==> src/rtl/store_narrow_unit.sv <==
// store_narrow_unit: narrows 32-bit store data to byte/half/word and writes it
// one byte per cycle, flagging misalignment and lossy narrowing.
module store_narrow_unit #(
    parameter int ADDR_W = 32
) (
    input  logic              clk,
    input  logic              rst_n,
    input  logic              req_valid,
    output logic              req_ready,
    input  logic [ADDR_W-1:0] req_addr,
    input  logic [31:0]       req_data,
    input  logic [1:0]        req_size,
    output logic              mem_we,
    output logic [ADDR_W-1:0] mem_addr,
    output logic [7:0]        mem_wdata,
    input  logic              mem_ready,
    output logic              done,
    output logic              err,
    output logic              ovf
);
    localparam logic [1:0] IDLE  = 2'd0;
    localparam logic [1:0] WRITE = 2'd1;
    localparam logic [1:0] DONE  = 2'd2;

    logic [1:0]        state_q, state_d;
    logic [1:0]        cnt_q, cnt_d;
    logic [1:0]        size_q, size_d;
    logic [31:0]       data_q, data_d;
    logic              ready_q, ready_d;
    logic              we_q, we_d;
    logic [ADDR_W-1:0] maddr_q, maddr_d;
    logic [7:0]        wdata_q, wdata_d;
    logic              done_q, done_d;
    logic              err_q, err_d;
    logic              ovf_q, ovf_d;

    logic       accept, illegal, xfer, lossy;
    logic [1:0] last_idx, nxt;

    assign accept   = (state_q == IDLE) && req_valid && ready_q;
    assign illegal  = (req_size == 2'b11) || (req_size == 2'b01 && req_addr[0]) ||
                      (req_size == 2'b10 && |req_addr[1:0]);
    assign xfer     = we_q && mem_ready;
    // byte -> 0, half -> 1, word -> 3
    assign last_idx = {size_q[1], |size_q};
    assign nxt      = cnt_q + 2'd1;
    assign lossy    = (size_q == 2'b00) ? (data_q[31:8] != {24{data_q[7]}}) :
                      (size_q == 2'b01) ? (data_q[31:16] != {16{data_q[15]}}) : 1'b0;

    always_comb begin
        state_d = state_q;
        cnt_d   = cnt_q;
        size_d  = size_q;
        data_d  = data_q;
        ready_d = ready_q;
        we_d    = we_q;
        maddr_d = maddr_q;
        wdata_d = wdata_q;
        done_d  = done_q;
        err_d   = err_q;
        ovf_d   = ovf_q;
        case (state_q)
            IDLE: begin
                ready_d = !accept;
                if (accept) begin
                    data_d = req_data;
                    size_d = req_size;
                    cnt_d  = 2'd0;
                    if (illegal) begin
                        state_d = DONE;
                        done_d  = 1'b1;
                        err_d   = 1'b1;
                        ovf_d   = 1'b0;
                    end else begin
                        state_d = WRITE;
                        we_d    = 1'b1;
                        maddr_d = req_addr;
                        wdata_d = req_data[7:0];
                    end
                end
            end
            WRITE: begin
                if (xfer) begin
                    if (cnt_q == last_idx) begin
                        state_d = DONE;
                        we_d    = 1'b0;
                        done_d  = 1'b1;
                        err_d   = 1'b0;
                        ovf_d   = lossy;
                    end else begin
                        cnt_d   = nxt;
                        maddr_d = maddr_q + ADDR_W'(1);
                        wdata_d = data_q[{nxt, 3'b000} +: 8];
                    end
                end
            end
            DONE: begin
                state_d = IDLE;
                done_d  = 1'b0;
                err_d   = 1'b0;
                ovf_d   = 1'b0;
                ready_d = 1'b1;
            end
            default: begin
                state_d = IDLE;
                we_d    = 1'b0;
                done_d  = 1'b0;
                err_d   = 1'b0;
                ovf_d   = 1'b0;
                ready_d = 1'b0;
            end
        endcase
    end

    always_ff @(posedge clk or negedge rst_n) begin
        if (!rst_n) begin
            state_q <= IDLE;
            cnt_q   <= '0;
            size_q  <= '0;
            data_q  <= '0;
            ready_q <= 1'b0;
            we_q    <= 1'b0;
            maddr_q <= '0;
            wdata_q <= '0;
            done_q  <= 1'b0;
            err_q   <= 1'b0;
            ovf_q   <= 1'b0;
        end else begin
            state_q <= state_d;
            cnt_q   <= cnt_d;
            size_q  <= size_d;
            data_q  <= data_d;
            ready_q <= ready_d;
            we_q    <= we_d;
            maddr_q <= maddr_d;
            wdata_q <= wdata_d;
            done_q  <= done_d;
            err_q   <= err_d;
            ovf_q   <= ovf_d;
        end
    end

    assign req_ready = ready_q;
    assign mem_we    = we_q;
    assign mem_addr  = maddr_q;
    assign mem_wdata = wdata_q;
    assign done      = done_q;
    assign err       = err_q;
    assign ovf       = ovf_q;
endmodule

==> config.mk <==
export PLATFORM = sky130hd
export DESIGN_NAME = store_narrow_unit
export DESIGN_NICKNAME = d
export VERILOG_FILES = /design/src/rtl/store_narrow_unit.sv
export SDC_FILE = /design/constraint.sdc
export NUM_CORES = 1
export LEC_CHECK = 0
export ABC_AREA = 1
export BUFFER_PORTS_ARGS = -buffer_cell sky130_fd_sc_hd__buf_2
export CORE_MARGIN = 2
export CORE_UTILIZATION = 50
export DETAILED_ROUTE_END_ITERATION = 6
export GPL_ROUTABILITY_DRIVEN = 0
export PLACE_DENSITY = 0.88
export SLEW_MARGIN = 20
export SYNTH_ARGS = -nofsm -noshare
export SYNTH_HDL_FRONTEND = slang
export SYNTH_SLANG_ARGS = --single-unit
==> constraint.sdc <==
create_clock -name clk -period 1.6 [get_ports clk]
set_input_delay 0.16 -clock clk [delete_from_list [all_inputs] [get_ports clk]]
set_output_delay 0.16 -clock clk [all_outputs]
set_load 0.005 [all_outputs]
==> impl_metrics.json, run 1 <==
{
  "routed-via-count": 5895,
  "cp_max_fo": 3,
  "rsz0062_at_grt": "yes",
  "timing.critical_path.slowest_cell_delay_ns": 0.40,
  "maxSlewHeadroom_pct": 68.3,
  "cts_inserted_buffers": 9,
  "finish.net_count": 1022,
  "worstSetupPathType": "reg -> reg",
  "async_reset_ff_share_pct": 100,
  "post-synth-top-count-cell": "nand2_1",
  "grt_max_degree": 47,
  "timing.critical_path.from_type": "register",
  "clk_pin_slew_ns": 0.09,
  "skew_ns": 0.0123,
  "finalHoldViolations": 2,
  "timing.max_cap.violations": 0,
  "syn-mean-instance-area_um2": 6.54,
  "critical_path.most_common_cell": "nand2_1",
  "cell_internal_pwr_w": 0.00278,
  "maxSlewViolCount": 0,
  "irDropWorstVdd_mv": 0.436,
  "gr-usage-all-layers_pct": 27.4,
  "fin_crit_ns": 1.63,
  "antenna_found_initial": 0,
  "htreeDepth": 3,
  "buffer_cell_driving_the_clock_tree_root": "clkbuf_8",
  "synthesis.nets": 845,
  "initial_utilization_pct": 51.6,
  "yosys_warnings": 0,
  "violations": "hold timing, setup timing",
  "synth_seq_area_share_pct": 41.0,
  "critPathBufInv": 1,
  "drt_wirelength_um": 16000,
  "max-clock-path-buffers": 2,
  "timing.final.setup_violations": 1,
  "preCtsSetupSlack_ns": -0.0357,
  "tritoncts_clock_tree": "built",
  "grt_pass1_wl_um": 24300,
  "floorplan.die_area_mm2": 0.0109,
  "ys_seq_elements": 83,
  "yosys.area.top_type": "dfrtp_1",
  "synth_largest_type_area_fraction_pct": 41.0,
  "drt-pass1-iter-count": 5,
  "fp.dieH_um": 105,
  "sequentialPowerShare_pct": 55.8,
  "power.switching_w": 0.000975,
  "status": "complete, but fails checks",
  "core_area_mm2": 0.00982,
  "syn_area_mm2": 0.00506,
  "finalCritPeriodShare_pct": 102,
  "setup-tns-final_ns": -0.0327,
  "capturing_element_type_of_the_critical_path": "register",
  "drive_gt1_share_pct": 26.9,
  "clock.fmax_ghz": 0.612,
  "synth-edff-count": 0,
  "category_of_cells_accounting_for_the_largest_share_of_critical_path_delay": "simple AND/OR/NAND/NOR gates",
  "crit_path_top_delay_cell": "dfrtp_1",
  "drc_errors": 0,
  "port_buffers": 114,
  "p_clk_share_pct": 39.2,
  "worst_ep_arrival_time_ns": 1.91,
  "leakage_nw": 3.54,
  "share_comb_of_total_power_pct": 5.0,
  "post-route-util_pct": 69.8,
  "post_drt_wl_per_cell_um": 14.7,
  "post_synth_main_area_contributors": "dfrtp_1 (41%), nand2_1 (25%), nor2_1 (7.6%)",
  "holdCritPathClass": "in -> reg",
  "synthesis.instances": 774,
  "final_antenna_net_count": 0,
  "area_overhead_vs_synth_pct": 35.3,
  "estimated_wirelength_of_the_detail_placed_design_um": 10600,
  "floorplan.io_pins": 115,
  "timing.final.ws_setup_ns": -0.0327,
  "power.switching_fraction_pct": 26.0,
  "num_rows": 36,
  "max_slew.worst_pin.slew_ns": 0.471,
  "initialDrtViolationCount": 490,
  "grt_remaining_overflow": 0,
  "post_synth_most_frequent_cells": "nand2_1 (333), nor2_1 (103), dfrtp_1 (83), o21ai_0 (66), nand3_1 (53)",
  "timing.hold.ws_ns": -0.00134,
  "first_global_vias": 5284,
  "synthDistinctLibCells": 33,
  "crit_required_ns": 1.88,
  "avgViaCountPerCell": 5.41,
  "crit_chain": "nand2_1, buf_4, nor2_1, nand2_1, nor2_1, nand2_1, nand2_1, nand3_1, nand2_1, nand2_1",
  "chip_width_um": 105,
  "clock_sink_count": 83,
  "synthFlopType": "dfrtp_1",
  "pwr_density_cell_mw_per_mm2": 548,
  "antennaDiodeCount": 0,
  "worst-r2r-setup-slack_ns": -0.03,
  "insertion_delay_ns": 0.38
}
## timing repair
action / in CTS / in global routing
setup buffers: 0 / 10
hold buffers: 19 / 0
pin swaps: 0 / 9
endpoints found under the setup margin: 11 / 40
gates resized for setup: 6 / 76
hold endpoints to repair: 48 / 0
cloned: 0 / 4
## final cells by class
type,count,area (um2)
fill,776,2970
clock buffer,9,124
clock inverter,7,58.8
multi-input combinational,617,2890
tap,133,166
inverter,50,188
timing repair buffer,190,1340
sequential,83,2090
## worst register-to-register path, delay by kind of cell, from the launching register on
kind	cells	cell delay, ns
flops	1	0.40
simple gates	9	0.96
buf+inv	1	0.17
## flip-flops by register name (all words and copies together), names as in the netlist
name       flops
mem_we         1
size_q         2
err            1
req_ready      1
ovf            1
data_q        32
cnt_q          2
state_q        2
mem_wdata      8
done           1
mem_addr      32
## worst paths after layout
path,start,endpoint,cells past startpoint
max in group asynchronous,rst_n,data_q[20],3
hold reg to reg,ovf,ovf,2
setup / recovery,mem_addr[9],mem_addr[25],10
min in group asynchronous,rst_n,mem_addr[2],2
setup reg to reg,mem_addr[9],mem_addr[25],10
hold / removal,req_data[20],data_q[20],3
## placed cells by master, fill, tap and decap left out, types with 2 or more instances in the layout
master / n
clkbuf_16: 3
nand4_1: 7
clkbuf_8: 9
clkinvlp_4: 2
a21oi_1: 9
inv_6: 3
dfrtp_1: 75
o21ai_0: 57
dlygate4sd3_1: 19
nor2_2: 18
nor3_1: 4
dfrtp_2: 8
inv_1: 44
nor2_4: 13
clkinv_4: 2
nand3_1: 51
nand2_2: 12
nor2_1: 78
xnor2_1: 2
or2_2: 4
buf_4: 47
o21ai_1: 8
o211ai_1: 4
buf_12: 7
nand2_1: 322
nand2_4: 2
inv_2: 5
buf_2: 113
nand3_4: 3
nand3b_1: 12
## power groups by stage
| stage | registers [W] | logic [W] | clock network (W) |
|---|---|---|---|
| after CTS | 0.00210 | 0.000185 | 0.00147 |
| after floorplan | 0.00214 | 0.00000610 | 0 |
| after global placement | 0.00214 | 0.000146 | 0 |
| after detailed placement | 0.00214 | 0.000148 | 0 |
| final | 0.00210 | 0.000188 | 0.00147 |
| after global routing | 0.00210 | 0.000208 | 0.00157 |
## per-stage QoR
| step | power, W | instance area (um2) | instances | hold slack (ns) |
|---|---|---|---|---|
| final | 0.00375 | 6850 | 1089 | -0.00134 |
| after global routing | 0.00387 | 6850 | 1089 | 0.00244 |
| after global placement | 0.00228 | 6080 | 1040 | 0.125 |
| after CTS | 0.00375 | 6470 | 1075 | 0.000823 |
| after detailed placement | 0.00229 | 6080 | 1040 | 0.127 |
| after floorplan | 0.00214 | 5060 | 774 | -0.136 |
## cell families after synthesis
logic type / count (synthesis) / synth area share (%)
xor gates and xnor gates: 3 / 0.519
adders and majority gates: 1 / 0.247
DFF: 83 / 41.0
buffers and inverters: 75 / 6.25
and+or+nand+nor: 527 / 42.8
AOI/OAI and AO/OA: 85 / 9.15
## layer usage
layer | track usage (%) | wire length (um) | vias up
met5 | 0 | 0 | -
met3 | 4.87 | 1460 | 62
met4 | 9.05 | 546 | 0
met2 | 46.5 | 7670 | 372
met1 | 35.6 | 6330 | 2644
li1 | - | - | 2817
No activity file was read; power rests on OpenSTA's default activity.
==> run 2: changes to the inputs <==
--- a/config.mk
+++ b/config.mk
@@ -7,6 +7,7 @@
 export LEC_CHECK = 0
 export ABC_AREA = 1
 export BUFFER_PORTS_ARGS = -buffer_cell sky130_fd_sc_hd__buf_2
+export CORE_ASPECT_RATIO = 1.5
 export CORE_MARGIN = 2
 export CORE_UTILIZATION = 50
 export DETAILED_ROUTE_END_ITERATION = 6
==> impl_metrics.json, run 2 (synthesized netlist as in run 1, its figures left out) <==
{
  "placed_cell_area_mm2": 0.00616,
  "tritoncts_clock_tree": "built",
  "leakage_nw": 3.55,
  "crit_required_ns": 1.82,
  "num_rows": 45,
  "cp_max_fo": 5,
  "max_slew.worst_pin.slew_ns": 0.475,
  "fin_cells": 1059,
  "timing.final.setup_violations": 1,
  "antennaDiodeCount": 0,
  "fin_crit_ns": 1.62,
  "post-route-util_pct": 68.3,
  "floorplan.die_area_mm2": 0.0110,
  "drt_wirelength_um": 16600,
  "grt_max_degree": 47,
  "gr-usage-all-layers_pct": 29.2,
  "max-clock-path-buffers": 2,
  "insertion_delay_ns": 0.34,
  "avgViaCountPerCell": 5.55,
  "area_overhead_vs_synth_pct": 34.5,
  "estimated_wirelength_of_the_detail_placed_design_um": 11600,
  "maxSlewViolCount": 0,
  "antenna_found_initial": 0,
  "clock_sink_count": 83,
  "cts_inserted_buffers": 9,
  "initial_utilization_pct": 50.8,
  "filler_cell_count": 816,
  "finish.net_count": 1009,
  "rsz0062_at_grt": "yes",
  "skew_ns": 0.00658,
  "buffer_cell_driving_the_clock_tree_root": "clkbuf_16",
  "floorplan.io_pins": 115,
  "htreeDepth": 3,
  "timing.max_cap.violations": 0,
  "fp.dieH_um": 127,
  "worst_ep_arrival_time_ns": 1.83,
  "placedCellCount": 1036,
  "drt-pass1-iter-count": 6,
  "core_area_mm2": 0.00997,
  "holdCritPathClass": "in -> reg",
  "most-common-layout-cells": "nand2_1 (325), buf_2 (113), nor2_1 (79)",
  "final_antenna_net_count": 0,
  "post_drt_wl_per_cell_um": 15.7,
  "clock.fmax_ghz": 0.618,
  "routed-via-count": 5877,
  "timing.critical_path.from_type": "register",
  "irDropWorstVdd_mv": 0.565,
  "grt_pass1_wl_um": 25000,
  "timing.final.ws_setup_ns": -0.0175,
  "status": "complete, but fails checks",
  "finalHoldViolations": 0,
  "layout.cell_area.non_filler_mm2": 0.00681,
  "maxSlewHeadroom_pct": 68.3,
  "capturing_element_type_of_the_critical_path": "register",
  "layout_commonest_cell": "nand2_1",
  "chip_width_um": 86.2,
  "pwr_density_cell_mw_per_mm2": 625,
  "first_global_vias": 5418,
  "worstSetupPathType": "reg -> reg",
  "violations": "setup timing",
  "totalPowerFinal_w": 0.00426,
  "drc_errors": 0,
  "port_buffers": 114,
  "clk_pin_slew_ns": 0.06,
  "grt_remaining_overflow": 0,
  "finalCritPeriodShare_pct": 101,
  "drive_gt1_share_pct": 27.8,
  "initialDrtViolationCount": 371
}
[run 2: worst max-delay path: stages (launching register included)]
cell	delay (ns)
dfrtp_1	0.42
buf_4	0.14
inv_1	0.05
nor2_2	0.15
nand2_2	0.16
nor2_2	0.17
nand3_1	0.09
nand2_1	0.09
nand2_1	0.07
nand2_1	0.07
o21ai_0	0.08
[run 2: final timing paths]
check | end | slack (ns) | depth (start not counted) | start
setup / recovery | mem_addr[17] | -0.02 | 10 | mem_addr[1]
hold / removal | data_q[10] | 0.01 | 3 | req_data[10]
min in group asynchronous | mem_addr[8] | 0.32 | 2 | rst_n
hold reg to reg | mem_wdata[4] | 0.48 | 2 | mem_wdata[4]
setup reg to reg | mem_addr[17] | -0.02 | 10 | mem_addr[1]
max in group asynchronous | state_q[1] | 0.74 | 3 | rst_n
[run 2: per-layer routing]
layer	global-route usage, %	vias up	wire length, um
met2	51.5	319	8760
met1	31.8	2681	5700
met3	5.49	89	1110
li1	-	2788	-
met4	18.0	0	1050
met5	0	-	0
[run 2: final cells by class]
type | instances | area (um2) | area share [%]
Clock inverter | 3 | 40.0 | 0.588
Sequential cell | 83 | 2090 | 30.7
Tap cell | 117 | 146 | 2.15
Multi-Input combinational cell | 617 | 2910 | 42.8
Clock buffer | 12 | 236 | 3.47
Timing Repair Buffer | 177 | 1200 | 17.6
Inverter | 50 | 188 | 2.76
[run 2: timing repair]
item                                   CTS  global route
hold buffers                             1             0
pin swaps                                0            16
endpoints found under the hold margin   30             0
setup endpoints to repair                2            43
setup buffers                            0             5
resized for setup                        2            81
cloned                                   0             4
[run 2: through the flow]
| stage | TNS, ns | worst slack, ns | hold WS (ns) |
|---|---|---|---|
| detailed placement | -0.0578 | -0.0330 | 0.148 |
| floorplan | 0 | 0.0469 | -0.136 |
| global route | -1.68 | -0.0735 | 0.0130 |
| finish | -0.0175 | -0.0175 | 0.0136 |
| global placement | 0 | 0.0265 | 0.148 |
| CTS | 0 | 0.0121 | 0.00568 |
[run 2: power breakdown]
group	internal (W)	switching, W	leakage, nW	total [W]
Sequential	0.00210	0	1.01	0.00210
Combinational	0.0000729	0.0000798	2.40	0.000153
Clock	0.00120	0.000809	0.136	0.00201
Total	0.00337	0.000889	3.55	0.00426
